**src/rtl/adc_seq_ctrl_if.sv**
```systemverilog
// Host and ADC-side signals of the ADC sweep sequencer, grouped as one bundle.
// The sequencer connects through the slave modport; the host/ADC side uses master.
interface adc_seq_ctrl_if #(
   parameter int NUM_CH = 8,
   parameter int DW     = 14
);
   logic                 init_req;
   logic                 start;
   logic                 stop;
   logic                 cont_mode;
   logic [NUM_CH-1:0]    ch_mask;
   logic                 int_l;
   logic                 sdi;
   logic                 sclk;
   logic                 fs;
   logic                 sdo;
   logic                 cs_l;
   logic                 cstart;
   logic                 busy;
   logic                 dat_valid;
   logic [NUM_CH*DW-1:0] dat_bus;
   logic                 timeout_err;

   modport master (
      output init_req, start, stop, cont_mode, ch_mask, int_l, sdi,
      input  sclk, fs, sdo, cs_l, cstart, busy, dat_valid, dat_bus, timeout_err
   );

   modport slave (
      input  init_req, start, stop, cont_mode, ch_mask, int_l, sdi,
      output sclk, fs, sdo, cs_l, cstart, busy, dat_valid, dat_bus, timeout_err
   );
endinterface

```
**src/rtl/adc_seq_ctrl.sv**
```systemverilog
// Serial ADC sweep sequencer: init/config frames, per-channel select frames,
// wait for end-of-conversion, then one read frame per enabled channel.
module adc_seq_ctrl #(
   parameter int          NUM_CH    = 8,
   parameter int          DW        = 14,
   parameter int          FRAME_LEN = 24,
   parameter logic [15:0] INIT_WORD = 16'hA000,
   parameter logic [15:0] CFG_WORD  = 16'hAA40,
   parameter logic [15:0] RD_CMD    = 16'hE000,
   parameter int          TIMEOUT   = 4095
) (
   input logic         clk,
   input logic         rst,
   adc_seq_ctrl_if.slave bus
);
   localparam int CW = $clog2(FRAME_LEN + 1);
   localparam int WW = $clog2(TIMEOUT + 1);

   typedef enum logic [2:0] {IDLE, INIT, CFG, SEL, WAIT_INT, READ, DONE} state_t;

   state_t               state, state_n;
   logic [CW-1:0]        cnt, cnt_n;
   logic [3:0]           ch, ch_n;
   logic [WW-1:0]        wcnt, wcnt_n;
   logic [NUM_CH-1:0]    mask_l;
   logic                 cont_l, stop_l, tmo, tmo_n;
   logic                 latch, sample, wr;
   logic [1:0]           int_sync;
   logic                 int_d;
   logic [DW-1:0]        shreg, shreg_n;
   logic [NUM_CH*DW-1:0] dat;
   logic                 in_frame, fend, fall, busy;
   logic [15:0]          word;
   logic [3:0]           bit_idx;
   logic [4:0]           first_ch, next_ch;

   // Lowest enabled channel at or above 'from'; bit 4 set means none left.
   function automatic logic [4:0] find_ch(input logic [NUM_CH-1:0] m, input int from);
      logic [4:0] r;
      r = 5'h10;
      for (int i = NUM_CH - 1; i >= 0; i--)
         if (m[i] && i >= from) r = {1'b0, 4'(i)};
      return r;
   endfunction

   assign first_ch = find_ch(mask_l, 0);
   assign next_ch  = find_ch(mask_l, int'(ch) + 1);
   assign in_frame = state inside {INIT, CFG, SEL, READ};
   assign fend     = cnt == CW'(FRAME_LEN);
   assign bit_idx  = 4'(CW'(16) - cnt);
   assign busy     = state != IDLE;
   assign fall     = int_d & ~int_sync[1];
   assign shreg_n  = sample ? {shreg[DW-2:0], bus.sdi} : shreg;

   always_comb begin
      word = 16'h0000;
      case (state)
         INIT:    word = INIT_WORD;
         CFG:     word = CFG_WORD;
         SEL:     word = {ch, 12'h000};
         READ:    word = RD_CMD;
         default: word = 16'h0000;
      endcase
   end

   always_comb begin
      state_n = state;
      cnt_n   = '0;
      ch_n    = ch;
      wcnt_n  = '0;
      tmo_n   = 1'b0;
      latch   = 1'b0;
      sample  = 1'b0;
      wr      = 1'b0;
      if (in_frame && !fend) cnt_n = cnt + 1'b1;
      case (state)
         IDLE: begin
            if (bus.init_req) state_n = INIT;
            else if (bus.start && |bus.ch_mask) begin
               state_n = CFG;
               latch   = 1'b1;
            end
         end
         INIT: if (fend) state_n = IDLE;
         CFG: begin
            if (fend) begin
               state_n = SEL;
               ch_n    = first_ch[3:0];
            end
         end
         SEL: begin
            if (fend) begin
               if (!next_ch[4]) ch_n = next_ch[3:0];
               else begin
                  state_n = WAIT_INT;
                  ch_n    = first_ch[3:0];
               end
            end
         end
         WAIT_INT: begin
            wcnt_n = wcnt + 1'b1;
            if (fall) state_n = READ;
            else if (wcnt == WW'(TIMEOUT - 1)) begin
               state_n = IDLE;
               tmo_n   = 1'b1;
            end
         end
         READ: begin
            sample = cnt >= CW'(1) && cnt <= CW'(DW);
            if (fend) begin
               wr = 1'b1;
               if (!next_ch[4]) ch_n = next_ch[3:0];
               else state_n = DONE;
            end
         end
         DONE: begin
            // A stop arriving in this very cycle still ends continuous mode.
            if (cont_l && !(stop_l || bus.stop)) begin
               state_n = SEL;
               ch_n    = first_ch[3:0];
            end else state_n = IDLE;
         end
         default: state_n = IDLE;
      endcase
   end

   always_ff @(posedge clk or negedge rst) begin
      if (!rst) begin
         state    <= IDLE;
         cnt      <= '0;
         ch       <= '0;
         wcnt     <= '0;
         mask_l   <= '0;
         cont_l   <= 1'b0;
         stop_l   <= 1'b0;
         tmo      <= 1'b0;
         int_sync <= 2'b11;
         int_d    <= 1'b1;
         dat      <= '0;
      end else begin
         state    <= state_n;
         cnt      <= cnt_n;
         ch       <= ch_n;
         wcnt     <= wcnt_n;
         tmo      <= tmo_n;
         int_sync <= {int_sync[0], bus.int_l};
         int_d    <= int_sync[1];
         if (latch) begin
            mask_l <= bus.ch_mask;
            cont_l <= bus.cont_mode;
         end
         if (state_n == IDLE) stop_l <= 1'b0;
         else if (busy && bus.stop) stop_l <= 1'b1;
         for (int k = 0; k < NUM_CH; k++)
            if (wr && ch == 4'(k)) dat[k*DW +: DW] <= shreg_n;
      end
   end

   always_ff @(posedge clk) shreg <= shreg_n;

   assign bus.sclk        = clk;
   assign bus.cstart      = 1'b1;
   assign bus.cs_l        = ~busy;
   assign bus.busy        = busy;
   assign bus.fs          = in_frame && cnt == '0;
   assign bus.sdo         = (in_frame && cnt >= CW'(1) && cnt <= CW'(16)) ? word[bit_idx] : 1'b0;
   assign bus.dat_valid   = state == DONE;
   assign bus.dat_bus     = dat;
   assign bus.timeout_err = tmo;
endmodule
```
**src/flat_wrapper.sv**
```systemverilog
// flat-port wrapper written by rule: the top's interface ports become plain ports
module adc_seq_ctrl_flat 
#(
   parameter int          NUM_CH    = 8,
   parameter int          DW        = 14,
   parameter int          FRAME_LEN = 24,
   parameter logic [15:0] INIT_WORD = 16'hA000,
   parameter logic [15:0] CFG_WORD  = 16'hAA40,
   parameter logic [15:0] RD_CMD    = 16'hE000,
   parameter int          TIMEOUT   = 4095
)
  (clk, rst, bus_init_req, bus_start, bus_stop, bus_cont_mode, bus_ch_mask, bus_int_l, bus_sdi, bus_sclk, bus_fs, bus_sdo, bus_cs_l, bus_cstart, bus_busy, bus_dat_valid, bus_dat_bus, bus_timeout_err);
  adc_seq_ctrl_if #(.NUM_CH(NUM_CH), .DW(DW)) bus_i ();
  input logic clk;
  input logic rst;
  input wire logic [$bits(bus_i.init_req)-1:0] bus_init_req;
  input wire logic [$bits(bus_i.start)-1:0] bus_start;
  input wire logic [$bits(bus_i.stop)-1:0] bus_stop;
  input wire logic [$bits(bus_i.cont_mode)-1:0] bus_cont_mode;
  input wire logic [$bits(bus_i.ch_mask)-1:0] bus_ch_mask;
  input wire logic [$bits(bus_i.int_l)-1:0] bus_int_l;
  input wire logic [$bits(bus_i.sdi)-1:0] bus_sdi;
  output wire logic [$bits(bus_i.sclk)-1:0] bus_sclk;
  output wire logic [$bits(bus_i.fs)-1:0] bus_fs;
  output wire logic [$bits(bus_i.sdo)-1:0] bus_sdo;
  output wire logic [$bits(bus_i.cs_l)-1:0] bus_cs_l;
  output wire logic [$bits(bus_i.cstart)-1:0] bus_cstart;
  output wire logic [$bits(bus_i.busy)-1:0] bus_busy;
  output wire logic [$bits(bus_i.dat_valid)-1:0] bus_dat_valid;
  output wire logic [$bits(bus_i.dat_bus)-1:0] bus_dat_bus;
  output wire logic [$bits(bus_i.timeout_err)-1:0] bus_timeout_err;
  assign bus_i.init_req = bus_init_req;
  assign bus_i.start = bus_start;
  assign bus_i.stop = bus_stop;
  assign bus_i.cont_mode = bus_cont_mode;
  assign bus_i.ch_mask = bus_ch_mask;
  assign bus_i.int_l = bus_int_l;
  assign bus_i.sdi = bus_sdi;
  assign bus_sclk = bus_i.sclk;
  assign bus_fs = bus_i.fs;
  assign bus_sdo = bus_i.sdo;
  assign bus_cs_l = bus_i.cs_l;
  assign bus_cstart = bus_i.cstart;
  assign bus_busy = bus_i.busy;
  assign bus_dat_valid = bus_i.dat_valid;
  assign bus_dat_bus = bus_i.dat_bus;
  assign bus_timeout_err = bus_i.timeout_err;
  adc_seq_ctrl #(.NUM_CH(NUM_CH), .DW(DW), .FRAME_LEN(FRAME_LEN), .INIT_WORD(INIT_WORD), .CFG_WORD(CFG_WORD), .RD_CMD(RD_CMD), .TIMEOUT(TIMEOUT)) u_core (.clk(clk), .rst(rst), .bus(bus_i));
endmodule
```
**config.mk**
```make
export PLATFORM = sky130hd
export DESIGN_NAME = adc_seq_ctrl_flat
export DESIGN_NICKNAME = d
export VERILOG_FILES = /design/src/rtl/adc_seq_ctrl_if.sv /design/src/rtl/adc_seq_ctrl.sv /design/src/flat_wrapper.sv
export SDC_FILE = /design/constraint.sdc
export NUM_CORES = 1
export LEC_CHECK = 0
export ABC_AREA = 1
export CAP_MARGIN = 5
export CORE_MARGIN = 5
export CORE_UTILIZATION = 52
export CTS_CLUSTER_DIAMETER = 30
export CTS_CLUSTER_SIZE = 16
export DETAILED_ROUTE_END_ITERATION = 16
export HOLD_SLACK_MARGIN = 0.1
export PLACE_DENSITY_LB_ADDON = 0.12
export SYNTH_ARGS = -nofsm -noshare
export SYNTH_HDL_FRONTEND = slang
export SYNTH_SLANG_ARGS = --single-unit
```
**constraint.sdc**
```tcl
create_clock -name clk -period 2.7 [get_ports clk]
set_input_delay 0.405 -clock clk [delete_from_list [all_inputs] [get_ports clk]]
set_output_delay 0.405 -clock clk [all_outputs]
set_load 0.03 [all_outputs]
```
==> results.sh, run 1 <==
export IMPL_status="finished clean"
export IMPL_setup_slack_ns=0.107
export IMPL_die_x_um=127
export IMPL_diodes=0
export IMPL_finalClockSkew_ns=0.0134
export IMPL_hold_worst_slack_ns=0.275
export IMPL_cap_viol_max_count=0
export IMPL_finalHoldViolations=0
export IMPL_crit_start="u_core.cnt[1]"
export IMPL_tritoncts="built"
export IMPL_antenna_found_initial=0
export IMPL_dp_hpwl_um=12300
export IMPL_place_congestion=0.877
export IMPL_fin_tns_setup_ns=0
export IMPL_critPathArrivalTime_ns=2.19
export IMPL_multi_input_area_um2=2620
export IMPL_ir_worst_vdd_mv=0.642
export IMPL_cp_endpoint="bus_sdo"
export IMPL_r2r_end="u_core.bus.dat_bus[13]"
export IMPL_fp_dieH_um=127
export IMPL_rr_startpoint="u_core.cnt[1]"
export IMPL_grt_pass1_vias=5599
export IMPL_power_density_nw_per_um2=794
export IMPL_grt_usage_pct=22.8
export IMPL_power_internal_w=0.00517
export IMPL_path_class="reg2out"
export IMPL_fillers=988
export IMPL_final_seq_area_um2=4010
export IMPL_r2r_worst_path_cells=9
export IMPL_slew_headroom_pct=63.5
export IMPL_totalWireLength_um=17600
export IMPL_max_freq_mhz=386
export IMPL_clk_pin_slew_worst_paths_ns=0.06
export IMPL_syn_area_um2=7070
export IMPL_synthDistinctLibCells=44
export IMPL_cp_start_kind="register"
export IMPL_end_kind="primary output"
export IMPL_leakage_nw=4.33
export IMPL_seq_area_frac_synth_pct=56.8
export IMPL_place_port_buffers=134
export IMPL_fin_crit_ns=2.59
export IMPL_tightest_slew_ns=0.548
export IMPL_drive_gt1_share_pct=11.6
export IMPL_crit_fanout=5
export IMPL_clock_latency_ns=0.54
export IMPL_hp_class="in2reg"
export IMPL_route_detailed_drc=0
export IMPL_ios=136
export IMPL_dr_total_vias=5718
export IMPL_die_area_um2=16000
export IMPL_p_seq_share_pct=36.6
export IMPL_p_switching_w=0.00228
export IMPL_ant_nets=0
export IMPL_drt_initial_drc_count=401
export IMPL_final_area_um2=9380
export IMPL_grt_overflow_total=0
export IMPL_swShare_pct=30.6
export IMPL_rrSetupSlack_ns=0.24
export IMPL_final_max_slew_viol_count=0
export IMPL_finalCritPeriodShare_pct=96.0
export IMPL_placed_area_um2=8600
export IMPL_combPwrFrac_pct=22.9
export IMPL_first_pass_iters=5
export IMPL_rows=42
export IMPL_avgSynthCellArea_um2=9.35
export IMPL_finalSetupViolCount=0
export IMPL_routedWlPerCell_um=16.1
export IMPL_initial_utilization_pct=53.2
export IMPL_total_power_w=0.00745
export IMPL_grt_max_degree=68
export IMPL_yosysWarnings=0
export IMPL_synth_cells=756
export IMPL_synthesis_nets=787
export IMPL_layout_nets=935
export IMPL_place_ws_ns=0.155
export IMPL_fp_coreArea_um2=13300
export IMPL_viasPerCell=5.23
export IMPL_areaGrowthSynthToFinish_pct=32.7
export IMPL_clock_power_share_pct=40.5
export IMPL_required_ns=2.30
export IMPL_grt_pass1_wl_um=29000
export IMPL_synth_seq_cells=163
[cell families (layout without fill, tap and decap cells)]
logic type,after synthesis,count (layout),synth area share [%]
DFF,163,163,56.8
buffers and inverters,103,264,6.30
AOI/OAI and AO/OA,183,183,16.0
xor gates and xnor gates,2,2,0.248
and+or+nand+nor,289,289,17.9
adders and majority gates,15,15,2.65
other,1,1,0.0530
[flip-flops by register name, indices dropped and copies added (netlist names), 2 cells and up]
| signal | flops |
|---|---|
| u_core.bus.dat_bus | 112 |
| u_core.int_sync | 2 |
| u_core.mask_l | 8 |
| u_core.wcnt | 12 |
| u_core.ch | 3 |
| u_core.cnt | 5 |
| u_core.state | 3 |
| u_core.shreg | 14 |
[through the flow]
step / std cells / util (%)
final: 1093 / 70.6
after global routing: 1093 / 70.6
after CTS: 1090 / 70.4
after detailed placement: 1054 / 64.7
after global placement: 1054 / 64.7
after floorplan: 756 / -
[how the worst min path moves through the flow]
stage,startpoint,endpoint,slack [ns],cells after the start
2_1_floorplan,rst,u_core.bus.dat_bus[0],0.11,0
3_3_place_gp,u_core.int_sync[0],u_core.int_sync[1],0.35,0
3_5_place_dp,u_core.int_sync[0],u_core.int_sync[1],0.35,0
4_1_cts,bus_int_l,u_core.int_sync[0],0.26,1
5_1_grt,bus_int_l,u_core.int_sync[0],0.26,1
6_report,bus_int_l,u_core.int_sync[0],0.28,1
[metal layers]
| layer | share of wire [%] | vias up | GRT usage [%] | wire length [um] |
|---|---|---|---|---|
| met1 | 41 | 2752 | 28.5 | 7260 |
| met3 | 4.8 | 25 | 4.75 | 845 |
| met4 | 1.5 | 0 | 7.57 | 268 |
| met2 | 52 | 170 | 39.5 | 9250 |
| met5 | 0 | - | 0 | 0 |
| li1 | - | 2771 | - | - |
[layout by cell type (no fill, tap or decap), types with 2 or more instances in the layout]
cell type and n:
buf_12 2, o21ai_1 28, o21ai_4 14, dfstp_2 3, inv_2 6, nand4_1 5, inv_1 73, nand3_2 7
bufinv_16 6, clkbuf_8 2, nor4_1 7, nor2_2 4, clkinvlp_4 3, a211oi_1 2, nand2_1 188, dfxtp_1 14
nand2_2 9, clkdlybuf4s50_1 131, nand3_1 22, nor3_1 4, a31oi_1 2, buf_4 13, clkbuf_16 20, dfrtp_1 146
o21ai_2 8, o21ai_0 100, nor2_1 36, ha_1 15, a21oi_1 22, o2111ai_1 2
[cell usage after synthesis]
master / n / area, um^2
nand2_1: 188 / 706
dfrtp_1: 146 / 3650
o21ai_0: 100 / 500
inv_1: 74 / 278
nor2_1: 37 / 139
o21ai_1: 28 / 140
a21oi_1: 22 / 110
nand3_1: 22 / 110
ha_1: 15 / 188
dfxtp_1: 14 / 280
o21ai_4: 14 / 228
buf_2: 13 / 65.1
nand2_2: 9 / 56.3
o21ai_2: 8 / 70.1
nand3_2: 7 / 70.1
nor4_1: 7 / 43.8
inv_2: 5 / 18.8
nand4_1: 5 / 31.3
clkbuf_1: 4 / 15.0
nor3_1: 4 / 20.0
buf_4: 3 / 22.5
dfstp_2: 3 / 78.8
nor2_2: 3 / 18.8
a211oi_1: 2 / 15.0
a31oi_1: 2 / 12.5
buf_6: 2 / 22.5
o2111ai_1: 2 / 17.5
a21boi_0: 1 / 7.51
buf_12: 1 / 20.0
clkinv_1: 1 / 3.75
conb_1: 1 / 3.75
nand3_4: 1 / 17.5
nor2_4: 1 / 11.3
nor3_4: 1 / 16.3
nor3b_1: 1 / 7.51
nor4b_1: 1 / 8.76
o211a_1: 1 / 10.0
o211ai_1: 1 / 7.51
o21a_1: 1 / 7.51
o31ai_1: 1 / 7.51
or2_2: 1 / 6.26
or3_1: 1 / 6.26
xnor2_1: 1 / 8.76
xor2_1: 1 / 8.76
[power by group through the flow]
stage	registers, W	logic [W]	clock network (W)
final	0.00273	0.00170	0.00302
after CTS	0.00272	0.00166	0.00306
after global routing	0.00275	0.00193	0.00316
after floorplan	0.00274	0.00122	0.0000555
after detailed placement	0.00277	0.00166	0.0000617
after global placement	0.00276	0.00159	0.0000617
[critical path: stages (launching register included)]
cell,delay [ns]
dfrtp_1,0.42
inv_2,0.08
ha_1,0.27
inv_1,0.12
a31oi_1,0.10
a21oi_1,0.16
o2111ai_1,0.12
nor2_1,0.19
buf_4,0.19
[final cells by class]
class | count | area share [%]
Sequential cell | 163 | 42.8
Multi-Input combinational cell | 490 | 27.9
Timing Repair Buffer | 148 | 15.7
Clock buffer | 24 | 5.77
Inverter | 80 | 3.20
Clock inverter | 12 | 2.40
Tap cell | 176 | 2.35
[what timing repair did]
action / CTS / global route
gates resized for setup: 6 / 6
pin swaps: 0 / 1
endpoints found under the hold margin: 46 / 0
gates cloned: 0 / 0
endpoints found under the setup margin: 2 / 7
hold buffers: 1 / 0
buffers inserted: 0 / 3
No activity file was read; power rests on OpenSTA's default activity.
==> inputs of run 2 (changes only) <==
--- a/config.mk
+++ b/config.mk
@@ -8,7 +8,7 @@
 export ABC_AREA = 1
 export CAP_MARGIN = 5
 export CORE_MARGIN = 5
-export CORE_UTILIZATION = 52
+export CORE_UTILIZATION = 45
 export CTS_CLUSTER_DIAMETER = 30
 export CTS_CLUSTER_SIZE = 16
 export DETAILED_ROUTE_END_ITERATION = 16
==> run 2 against run 1 <==
Effect of this change:
- sequential share of layout area grew 0.50 points
- flip-flop and latch count is the same
- wire length grew 1.0%
- design area shrank 1.1%
- combinational power shrank 3%
- sequential power is essentially flat
- hold slack gained 0.0078 ns
- largest power group is now sequential cells
- highest routed layer unchanged
==> results.sh, run 2 (synthesis results as in run 1) <==
export IMPL_crit_start="clk"
export IMPL_path_class="clk2out"
export IMPL_place_congestion=0.849
export IMPL_final_core_util_pct=60.6
export IMPL_grt_setup_unrepaired="no"
export IMPL_largest_reg_flops=112
export IMPL_die_area_um2=18300
export IMPL_fp_dieH_um=135
export IMPL_place_ws_ns=0.196
export IMPL_grt_overflow_total=0
export IMPL_route_detailed_drc=0
export IMPL_hp_class="in2reg"
export IMPL_critPathArrivalTime_ns=2.18
export IMPL_final_max_slew_viol_count=0
export IMPL_die_x_um=135
export IMPL_cap_viol_max_count=0
export IMPL_viasPerCell=5.05
export IMPL_areaGrowthSynthToFinish_pct=31.2
export IMPL_top_usage_layer="met2"
export IMPL_initial_utilization_pct=46.2
export IMPL_dp_hpwl_um=12600
export IMPL_fp_coreArea_um2=15300
export IMPL_clock_latency_ns=0.53
export IMPL_r2r_end="u_core.stop_l"
export IMPL_dr_total_vias=5667
export IMPL_finalHoldViolations=0
export IMPL_end_kind="primary output"
export IMPL_status="finished clean"
export IMPL_tightest_slew_ns=0.527
export IMPL_stdcell_count=1123
export IMPL_rows=45
export IMPL_layout_commonest_cell="nand2_1"
export IMPL_ant_nets=0
export IMPL_ios=136
export IMPL_grt_pass1_wl_um=29100
export IMPL_required_ns=2.30
export IMPL_fillers=1341
export IMPL_final_cell_mix="188 x nand2_1, 145 x dfrtp_1, 131 x clkdlybuf4s50_1"
export IMPL_power_density_nw_per_um2=759
export IMPL_drive_gt1_share_pct=11.1
export IMPL_routedWlPerCell_um=15.9
export IMPL_finalClockSkew_ns=0.00818
export IMPL_clk_pin_slew_worst_paths_ns=0.06
export IMPL_place_port_buffers=134
export IMPL_r2r_worst_path_cells=14
export IMPL_ir_worst_vdd_mv=0.773
export IMPL_grt_max_degree=74
export IMPL_grt_pass1_vias=5669
export IMPL_place_inst=1087
export IMPL_use_met2_pct=34.3
export IMPL_diodes=0
export IMPL_rr_startpoint="u_core.ch[1]"
export IMPL_setup_slack_ns=0.116
export IMPL_gr_usage_met1_pct=25.4
export IMPL_final_area_um2=9280
export IMPL_tritoncts="built"
export IMPL_leakage_nw=4.26
export IMPL_finalSetupViolCount=0
export IMPL_cp_start_kind="clock port"
export IMPL_drt_initial_drc_count=331
export IMPL_placed_area_um2=8610
export IMPL_antenna_found_initial=0
export IMPL_grt_usage_pct=20.1
export IMPL_use_met3_pct=3.75
export IMPL_final_seq_area_um2=4010
export IMPL_rrSetupSlack_ns=0.27
export IMPL_multi_input_area_um2=2610
export IMPL_fin_tns_setup_ns=0
export IMPL_crit_fanout=2
export IMPL_slew_headroom_pct=64.8
export IMPL_layout_nets=930
export IMPL_first_pass_iters=5
export IMPL_totalWireLength_um=17800
export IMPL_cp_endpoint="bus_sclk"
==> run 2: worst min-delay path by stage <==
stage	from	end	slack [ns]	depth (start not counted)
2_1_floorplan	rst	u_core.bus.dat_bus[0]	0.11	0
4_1_cts	bus_int_l	u_core.int_sync[0]	0.27	1
3_3_place_gp	rst	u_core.bus.dat_bus[96]	0.35	1
3_5_place_dp	rst	u_core.bus.dat_bus[96]	0.35	1
5_1_grt	bus_int_l	u_core.int_sync[0]	0.27	1
6_report	bus_int_l	u_core.int_sync[0]	0.28	1
==> run 2: layer usage <==
metal / vias to the layer above / part of all wire [%]
met3: 29 / 4.5
met1: 2720 / 43
met2: 164 / 51
met4: 0 / 2.0
li1: 2754 / -
met5: - / 0
==> run 2: area by class of cell <==
cell class / count / area share [%]
Sequential cell: 163 / 43.3
Multi-Input combinational cell: 490 / 28.2
Timing Repair Buffer: 143 / 15.3
Clock buffer: 21 / 5.50
Inverter: 80 / 3.24
Tap cell: 211 / 2.85
Clock inverter: 15 / 1.73
==> run 2: critical path, stage by stage <==
cell and delay [ns]:
clkbuf_16 0.12, clkbuf_16 0.13, clkdlybuf4s50_1 0.58
==> run 2: timing repair <==
action,4_1_cts,5_1_grt
resized for setup,5,2
endpoints found under the setup margin,2,1
hold buffers,1,0
hold endpoints to repair,39,0
setup buffers,0,0
==> run 2: through the flow <==
step,total power [W],hold WS (ns)
final,0.00704,0.283
after global placement,0.00442,0.345
after CTS,0.00708,0.270
after floorplan,0.00402,0.109
after global routing,0.00744,0.273
after detailed placement,0.00449,0.349
==> run 2: report_power, final <==
group | internal [W] | switching [W]
sequential | 0.00259 | 0.000154
combinational | 0.000545 | 0.00110
clock | 0.00158 | 0.00107
